## config.mk

```make
export PLATFORM = sky130hd
export DESIGN_NAME = reg_file_mp
export DESIGN_NICKNAME = d
export VERILOG_FILES = /design/src/rtl/reg_file_mp.sv
export SDC_FILE = /design/constraint.sdc
export NUM_CORES = 1
export LEC_CHECK = 0
export BUFFER_PORTS_ARGS = -buffer_cell sky130_fd_sc_hd__buf_4
export CAP_MARGIN = 30
export CORE_MARGIN = 2
export CORE_UTILIZATION = 41
export CTS_BUF_LIST = sky130_fd_sc_hd__clkbuf_8
export CTS_CLUSTER_SIZE = 40
export DETAILED_ROUTE_END_ITERATION = 6
export GPL_TIMING_DRIVEN = 0
export PLACE_DENSITY_LB_ADDON = 0.2
export SETUP_SLACK_MARGIN = 0.15
export SLEW_MARGIN = 10
export SYNTH_ARGS = -nofsm -noshare
export SYNTH_HDL_FRONTEND = slang
export SYNTH_SLANG_ARGS = --single-unit
```

## constraint.sdc

```tcl
create_clock -name CLK -period 1.4 [get_ports CLK]
set_input_delay 0.14 -clock CLK [delete_from_list [all_inputs] [get_ports CLK]]
set_output_delay 0.14 -clock CLK [all_outputs]
set_load 0.05 [all_outputs]
```

## src/rtl/reg_file_mp.sv

```systemverilog
// Multi-port register file: one write port, two registered read ports and a clear sequencer.
// Define REG_FILE_MP_BYPASS_EN for write-first forwarding on read/write collisions (default read-first).
module reg_file_mp #(
    parameter int WIDTH     = 8,
    parameter int DEPTH     = 4,
    parameter int INIT_BASE = 2
) (
    input  logic                       CLK,
    input  logic                       RST,
    input  logic                       WE,
    input  logic [$clog2(DEPTH)-1:0]   WADDR,
    input  logic [WIDTH-1:0]           WDATA,
    input  logic                       RE_A,
    input  logic [$clog2(DEPTH)-1:0]   RADDR_A,
    output logic [WIDTH-1:0]           DOUT_A,
    output logic                       RVALID_A,
    input  logic                       RE_B,
    input  logic [$clog2(DEPTH)-1:0]   RADDR_B,
    output logic [WIDTH-1:0]           DOUT_B,
    output logic                       RVALID_B,
    input  logic                       CLR,
    output logic                       BUSY
);
    localparam int AW = $clog2(DEPTH);

    typedef enum logic {IDLE, CLEAR} state_t;

    state_t            state_q, state_d;
    logic [AW-1:0]     cnt_q, cnt_d;
    logic [WIDTH-1:0]  regs_q [DEPTH];
    logic [WIDTH-1:0]  dout_a_q, dout_b_q;
    logic              rvalid_a_q, rvalid_b_q;
    logic              wr_ok;

    function automatic logic [WIDTH-1:0] init_val(input int i);
        return WIDTH'(INIT_BASE + i);
    endfunction

    // DEPTH need not be a power of two, so the top of the address space can be unmapped.
    function automatic logic in_rng(input logic [AW-1:0] a);
        return {1'b0, a} < (AW+1)'(DEPTH);
    endfunction

    function automatic logic [WIDTH-1:0] rd_val(input logic [AW-1:0] a);
        logic [WIDTH-1:0] v;
        v = '0;
        if (in_rng(a)) begin
            v = regs_q[a];
`ifdef REG_FILE_MP_BYPASS_EN
            if (wr_ok && (WADDR == a)) v = WDATA;
`endif
        end
        return v;
    endfunction

    assign wr_ok = WE && (state_q == IDLE) && in_rng(WADDR);

    always_comb begin
        state_d = state_q;
        cnt_d   = cnt_q;
        case (state_q)
            IDLE: begin
                if (CLR) begin
                    state_d = CLEAR;
                    cnt_d   = '0;
                end
            end
            CLEAR: begin
                if (cnt_q == AW'(DEPTH - 1)) begin
                    state_d = IDLE;
                    cnt_d   = '0;
                end else begin
                    cnt_d = cnt_q + 1'b1;
                end
            end
            default: state_d = IDLE;
        endcase
    end

    always_ff @(posedge CLK or posedge RST) begin
        if (RST) begin
            state_q <= IDLE;
            cnt_q   <= '0;
        end else begin
            state_q <= state_d;
            cnt_q   <= cnt_d;
        end
    end

    // Clear writes own the array while busy; user writes during CLEAR are simply lost.
    always_ff @(posedge CLK or posedge RST) begin
        if (RST) begin
            for (int i = 0; i < DEPTH; i++) regs_q[i] <= init_val(i);
        end else if (state_q == CLEAR) begin
            regs_q[cnt_q] <= init_val(int'(cnt_q));
        end else if (wr_ok) begin
            regs_q[WADDR] <= WDATA;
        end
    end

    always_ff @(posedge CLK or posedge RST) begin
        if (RST) begin
            dout_a_q   <= '0;
            dout_b_q   <= '0;
            rvalid_a_q <= 1'b0;
            rvalid_b_q <= 1'b0;
        end else begin
            rvalid_a_q <= RE_A;
            rvalid_b_q <= RE_B;
            if (RE_A) dout_a_q <= rd_val(RADDR_A);
            if (RE_B) dout_b_q <= rd_val(RADDR_B);
        end
    end

    assign DOUT_A   = dout_a_q;
    assign DOUT_B   = dout_b_q;
    assign RVALID_A = rvalid_a_q;
    assign RVALID_B = rvalid_b_q;
    assign BUSY     = (state_q == CLEAR);

endmodule

```

; ---- Yosys cells after proc, flatten, opt, wreduce, memory -nomap -nowiden
; Cells that the tools add are included.
; Widths: inputs -> output; s select.
[word_totals]
reg_bits = 53
output_inout_bits = 19
[classes]
add_sub_neg = 2
magnitude_cmp = 6
n_eq_ne = 2
muxes = 20
n_bitwise = 5
n_reduce_logical = 4
[ops]
columns = op, count
row1 = $bwmux 32, 2
row2 = $mux 32, 2
row3 = $mux 8, 6
row4 = $bmux 8 s2, 2
row5 = $demux 8 s2, 2
row6 = $ge 3x3->1 const B, 4
row7 = $not 2->3, 4
row8 = $lt 3x1->1 const B, 2
row9 = $mux 2, 2
row10 = $pmux 2 s2, 1
row11 = $add 2x2->3 const A, 1
row12 = $logic_and 1x1->1, 3
row13 = $add 2x1->2 const B, 1
row14 = $eq 2x2->1 const B, 1
row15 = $mux 1, 2
row16 = $ne 2x2->1 const B, 1
row17 = $pmux 1 s2, 1
row18 = $reduce_bool 2->1, 1
row19 = $not 1->1, 1

; ---- Logic depth before layout (Yosys ltp)
; Gate-level depths: netlist (run 1).
[logic_depth]
ltp_word = 8
depth_mapped = 5

; ---- Worst setup path after synthesis (run 1)
; No wires, ideal clock.
[synth_timing]
kind = reg-to-reg
startpoint = reg state_q (netlist: BUSY)
endpoint = reg regs_q[18] (netlist name)
arrival_time_ns = 1.615
path_slack_ns = -0.340
stages_incl_launch_ff = 6
cell_sequence = dfrtp_1 > buf_4 > nor2_1 > a32o_1 > buf_6 > mux2_4
[synth_between]
elab_chain_cells = 3
word_cells_on_any_way = 4
[synth_rtl]
columns = element, line
row1 = start: declaration, 28  ; state_t state_q, state_d;
row2 = start signal: assignment, 85  ; state_q <= state_d;
row3 = $not 1->1, -
row4 = $logic_and 1x1->1, 56  ; assign wr_ok = WE && (state_q == IDLE) && in_rng(WADDR);
row5 = $reduce_bool 2->1 (no source line), -
row6 = end signal: indexed assignment, 95  ; regs_q[cnt_q] <= init_val(int'(cnt_q));
row7 = end: declaration, 30  ; logic [WIDTH-1:0] regs_q [DEPTH];
; Parallel ways exist; a longest one is shown, timed or not.
; A chain may end at the register's enable or synchronous reset.

; ---- Worst setup path in the final report (run 1)
[layout_timing]
startpoint = reg cnt_q[0]
endpoint = reg regs_q[10] (netlist name)
[layout_between]
elab_chain_cells = 7
word_cells_on_any_way = 9
[layout_rtl]
columns = element, line
row1 = start: declaration, 29  ; logic [AW-1:0] cnt_q, cnt_d;
row2 = start signal: assignment, 86  ; cnt_q <= cnt_d;
row3 = $not 2->3 (implied by the code), 95
row4 = $ge 3x3->1 (implied by the code) or $lt 3x1->1 (tied branches), 95
row5 = $logic_and 1x1->1 (implied by the code), 95
row6 = $mux 8 (implied by the code), 95
row7 = $demux 8 s2, 95
row8 = $bwmux 32 (*), 95
row9 = $mux 32 (*), 94  ; end else if (state_q == CLEAR) begin
; Mark *: on every way between the ends. The rest lies on a longest branch, timed or not.

==> results of run 1 <==
[layer usage]
layer | up-vias | track usage (%) | wire (um)
met5 | - | 0 | 0
met4 | 0 | 6.57 | 132
met3 | 13 | 3.02 | 325
met2 | 61 | 34.7 | 3970
met1 | 1119 | 27.8 | 3480
li1 | 1090 | - | -
[how the worst min path moves through the flow]
stage / from / endpoint / slack (ps) / cells after the start
final: RE_A / RVALID_A$_DFF_PP0_ / 10 / 1
after detailed placement: RST / regs_q[29]$_DFFE_PP0P_ / 190 / 2
after CTS: RE_A / RVALID_A$_DFF_PP0_ / 10 / 1
after global placement: CLR / cnt_q[1]$_DFFE_PP0P_ / 330 / 2
after floorplan: RE_A / RVALID_A$_DFF_PP0_ / 170 / 0
after global routing: RE_A / RVALID_A$_DFF_PP0_ / 10 / 1
[timing repair]
item	CTS	global route
endpoints found under the hold margin	17	0
setup buffers	18	6
cloned	2	0
pin swaps	11	8
hold buffers	2	0
endpoints found under the setup margin	31	32
gates resized for setup	42	33
[state kept, by name, summed over array words and instances, names as in the netlist]
register  count
DOUT_B        8
regs_q       32
cnt_q         2
RVALID_A      1
DOUT_A        8
RVALID_B      1
BUSY          1
[synthesized netlist by cell type]
library cell and instances:
a21oi_2 1, buf_2 9, o221a_2 1, ha_1 8, buf_6 1, or3_1 1
a21oi_1 17, nor3b_1 1, nand2_1 21, a221o_1 2, nand4bb_1 1, mux2_2 26
mux2i_1 17, o21ai_0 28, nor2_1 13, a32o_1 1, dfrtp_1 47, nand3_1 8
nor4b_2 1, o31ai_1 7, buf_1 1, clkbuf_1 2, mux2_4 8, o22ai_1 2
dfstp_2 6, o21ai_2 1, and4bb_2 1, inv_1 4, nor2b_1 18, nand2b_1 11
nand3b_1 1, buf_4 2, o211ai_1 1
[kinds of logic (layout without fill, tap and decap cells)]
kind of cell	count (synthesis)	after routing	share of synthesized area, %
AO/OA/AOI/OAI	61	61	12.4
adder cells (fa/ha/maj)	8	8	3.48
buffers and inverters	19	88	3.39
flip-flops	53	53	46.3
multiplexers	51	51	20.2
AND/OR/NAND/NOR	77	78	14.2
[power breakdown]
group / switching [W] / total [W] / internal, W / leakage [nW]
Clock: 0.000516 / 0.000909 / 0.000392 / 0.0433
Combinational: 0.00222 / 0.00421 / 0.00199 / 1.03
Sequential: 0.000419 / 0.00252 / 0.00210 / 0.685
[through the flow]
step           cell area [sq um]  setup WS (ps)  TNS [ps]  power, W  cells
6_report                    3930           -111     -1830   0.00764    435
5_1_grt                     3930           -153     -3020   0.00800    435
2_1_floorplan               2900           -107     -1530   0.00455    269
4_1_cts                     3750          -70.2      -875   0.00714    429
3_3_place_gp                3270           -291     -4490   0.00536    399
3_5_place_dp                3290           -297     -4860   0.00542    400
[area by class of cell]
cell class / count / area (sq um)
sequential: 53 / 1340
buffer: 15 / 113
tap: 96 / 120
multi-input combinational: 198 / 1690
clock inverter: 1 / 7.51
timing repair buffer: 62 / 554
clock buffer: 6 / 82.6
fill: 584 / 2860
inverter: 4 / 26.3
==> run metrics, run 1 <==
IO Count=39; Crit Path Class=register to register; WP buf/inv=1; VDD IR-drop max=1430 uV; post-synth top area share=40.8%; Clock Skew=4.43 ps; period utilisation layout=108%; max_slew headroom=66.8%; R2R setup slack=-110 ps; sequential fraction of the synthesis area=46.3%; reg2reg end=regs_q[10]$_DFFE_PP1P_; first-pass GRT wire length=11.9 mm; row cnt=30; Max FO, Critical Path=5; vias in the first global route=2200; Yosys Warn Count=0; Worst-Margin Slew=498 ps; vias=2283; Post-Route WL=7.91 mm; RSZ-0062 raised after global routing=true; HP Class=primary input to register; # nets final=367; WHS=10.7 ps; failing checks=negative setup slack; Worst EP arrival=1750 ps; Worst Setup Start Kind=register; CTS tree=yes; total core area=6790 sq um; Crit. Startpoint=cnt_q[0]$_DFFE_PP0P_; fmax=662 MHz; number of max-cap violations=0; Synth cell types=33; status=finished with violations; commonest non-fill, non-tap cell in the layout=buf_4; hpwl dp=5.12 mm; most frequent cells in the layout=50 x buf_4, 44 x dfrtp_1, 22 x mux2_2; placer congestion estimate=0.772; largest net degree at the start of global routing=35; die outline width=87.8 um; Cells after Synth=269; Crit. path cell count=4; leakage=1.76 nW; crit-path leading delay family=flip-flops; Synth area leader=dfrtp_1; Starting Density=42.4%; Syn Nets=297; GR Overflow Total=0; reg-to-reg startpoint=cnt_q[0]$_DFFE_PP0P_; vias per cell=5.25; Worst EP required=1640 ps; Die Ht=87.8 um; Clk pin slew, worst setup/hold paths=100 ps; DRT iter0 DRCs=167; Sink Count=53; CP peak stage delay=460 ps; port buffer count=34; die area=7710 sq um; Layout area overhead=36.6%; Slowest cell on crit path=dfrtp_2; fin crit period=1510 ps; R2R cell count=4; n_diodes=0; initial antenna violation count=0; clk_lat worst skew=310 ps; crit path cell chain=clkinvlp_4 -> ha_4 -> a21oi_4 -> mux2_4; Synth Area per Inst=10.7 sq um; worst-case clock buffer depth=2; Total Routing Usage GR=20.7%; wire per inst=18.2 um; Slew Viols, Final=0; Cell Pwr Density=1940 nW/um^2; ANT nets after route=0; clock root buffer=clkbuf_8; CP endpoint=regs_q[10]$_DFFE_PP1P_; share of layout cells above drive strength 1=46.9%; Yosys reg bits=53; drt pass-1 iters=4; CP Capture Type=register; final core area utilization=57.9%; synthesized area=2880 sq um; Setup violations, final=27; Num CTS Buffers=5; post-route setup slack=-111 ps; final hold violations=0; largest cells by area after synthesis=dfrtp_1 41%, mux2_2 10%, mux2i_1 5.9%; H-tree levels=2; Remaining DRCs=0
Power figures use the tool's default switching activity.
==> run 2, diff against run 1 <==
--- a/config.mk
+++ b/config.mk
@@ -14,7 +14,7 @@
 export DETAILED_ROUTE_END_ITERATION = 6
 export GPL_TIMING_DRIVEN = 0
 export PLACE_DENSITY_LB_ADDON = 0.2
-export SETUP_SLACK_MARGIN = 0.15
+export SETUP_SLACK_MARGIN = 0.4
 export SLEW_MARGIN = 10
 export SYNTH_ARGS = -nofsm -noshare
 export SYNTH_HDL_FRONTEND = slang
==> constraint.sdc (replaced) <==
create_clock -name CLK -period 1.95 [get_ports CLK]
set_input_delay 0.195 -clock CLK [delete_from_list [all_inputs] [get_ports CLK]]
set_output_delay 0.195 -clock CLK [all_outputs]
set_load 0.05 [all_outputs]
==> run 2 against run 1 <==
Effect of this change:
- utilization fell by 6.5 points
- total power fell by 37%
- worst setup slack improved by 550 ps
- largest cell class unchanged
- sequential share of layout area rose by 4.3 points
- clock skew rose by 11 ps
- clock power fell by 15%
- largest power group unchanged
- non-clock buffer count fell by 19
- cell area fell by 11%
- the run now ends clean
- maximum frequency fell by 0.10%
==> run metrics, run 2 (same netlist as run 1, synthesis figures left out) <==
wire per inst=17.0 um; row cnt=30; Most flops, register=regs_q; leakage=1.59 nW; commonest non-fill, non-tap cell in the layout=dfrtp_1; VDD IR-drop max=891 uV; Post-Route WL=7.07 mm; port buffer count=34; Worst EP required=2160 ps; placer congestion estimate=0.782; first-pass GRT wire length=11.4 mm; Crit Path Class=register to register; total power=0.00481 W; initial antenna violation count=0; Clk pin slew, worst setup/hold paths=90 ps; hold path endpoint=cnt_q[1]$_DFFE_PP0P_; final setup TNS=0 ps; GR Overflow Total=0; Cell Pwr Density=1380 nW/um^2; WHS=47.7 ps; Num CTS Buffers=5; number of max-cap violations=0; clk_lat worst skew=330 ps; IO Count=39; R2R cell count=5; # nets final=347; Fillers=637; vias=2160; reg2reg end=regs_q[18]$_DFFE_PP0P_; die area=7710 sq um; hpwl dp=5.15 mm; multi-input logic area=1470 sq um; Hold Path Stages=2; fin crit period=1510 ps; RSZ-0062 raised after global routing=false; vias per cell=5.19; die outline width=87.8 um; drt pass-1 iters=5; max FFs per register=32; Max FO, Critical Path=10; HP Class=primary input to register; worst-case clock buffer depth=2; WL met3=255 um; Sink Count=53; reg-to-reg startpoint=BUSY$_DFF_PP0_; Setup violations, final=0; max_slew headroom=67.8%; CTS tree=yes; share of layout cells above drive strength 1=36.6%; Starting Density=42.4%; vias in the first global route=2131; CP Capture Type=register; routed wl met2=3.38 mm; period utilisation layout=77.6%; DRT iter0 DRCs=138; clock root buffer=clkbuf_8; Clock Skew=15.0 ps; ANT nets after route=0; most frequent cells in the layout=44 x dfrtp_1, 42 x buf_4, 26 x o21ai_0, 26 x mux2_2, 20 x nand2_1; Die Ht=87.8 um; Remaining DRCs=0; Worst Setup Start Kind=register; R2R setup slack=440 ps; Total Routing Usage GR=19.8%; n_diodes=0; Worst Hold Launch=CLR; Worst-Margin Slew=482 ps; Layout area overhead=21.2%; met1 WL=3.31 mm; Slew Viols, Final=0; register area=1340 sq um; largest net degree at the start of global routing=35; H-tree levels=2; status=finished, final reports clean; Worst EP arrival=1720 ps; fmax=661 MHz; top routing layer in use=met4; total core area=6790 sq um; final hold violations=0
-- run 2: final cells by class --
cell class              count  share of cell area [%]
clock inverters             3                    1.25
inverters                   4                   0.645
clock buffers               5                    1.97
multi-input cells         197                    42.2
plain buffers              15                    2.51
well taps                  96                    3.44
repair buffers             43                    9.68
flip-flops and latches     53                    38.3
-- run 2: critical path, cell delays in order (launching register included) --
cell	delay (ps)
dfrtp_2	440
buf_6	150
nor2_1	120
a32o_1	210
buf_6	180
mux2_4	300
-- run 2: how the worst max path moves through the flow --
| stage | slack, ps | from | endpoint | cells after the start |
|---|---|---|---|---|
| global route | 400 | cnt_q[0]$_DFFE_PP0P_ | regs_q[10]$_DFFE_PP1P_ | 4 |
| CTS | 410 | cnt_q[0]$_DFFE_PP0P_ | regs_q[9]$_DFFE_PP0P_ | 4 |
| floorplan | 400 | BUSY$_DFF_PP0_ | regs_q[18]$_DFFE_PP0P_ | 5 |
| global placement | 260 | cnt_q[1]$_DFFE_PP0P_ | regs_q[20]$_DFFE_PP0P_ | 5 |
| finish | 440 | BUSY$_DFF_PP0_ | regs_q[18]$_DFFE_PP0P_ | 5 |
| detailed placement | 250 | cnt_q[1]$_DFFE_PP0P_ | regs_q[21]$_DFFE_PP0P_ | 5 |
-- run 2: stage by stage --
step	utilization [%]	setup WS, ps	std cells	instance area [sq um]
2_1_floorplan	-	402	269	2890
3_3_place_gp	48.0	259	399	3260
3_5_place_dp	48.3	253	400	3280
4_1_cts	50.9	407	413	3460
5_1_grt	51.4	400	416	3490
6_report	51.4	438	416	3490
-- run 2: routing by layer --
layer	track usage (%)	up-vias
met5	0	-
met4	5.45	0
met3	4.34	11
met2	31.9	54
met1	26.9	1048
li1	-	1047
-- run 2: where the power goes --
group	total (W)	leakage, nW	switching, W	internal [W]
Combinational	0.00224	0.849	0.00128	0.000964
Clock	0.000773	0.0585	0.000388	0.000385
Sequential	0.00179	0.685	0.000283	0.00151
-- run 2: repair_timing --
| item | in CTS | in global routing |
|---|---|---|
| endpoints found under the hold margin | 16 | 0 |
| buffers inserted | 4 | 3 |
| hold buffers | 1 | 0 |
| resized for setup | 7 | 5 |
| pin swaps | 0 | 1 |
| endpoints found under the setup margin | 21 | 17 |
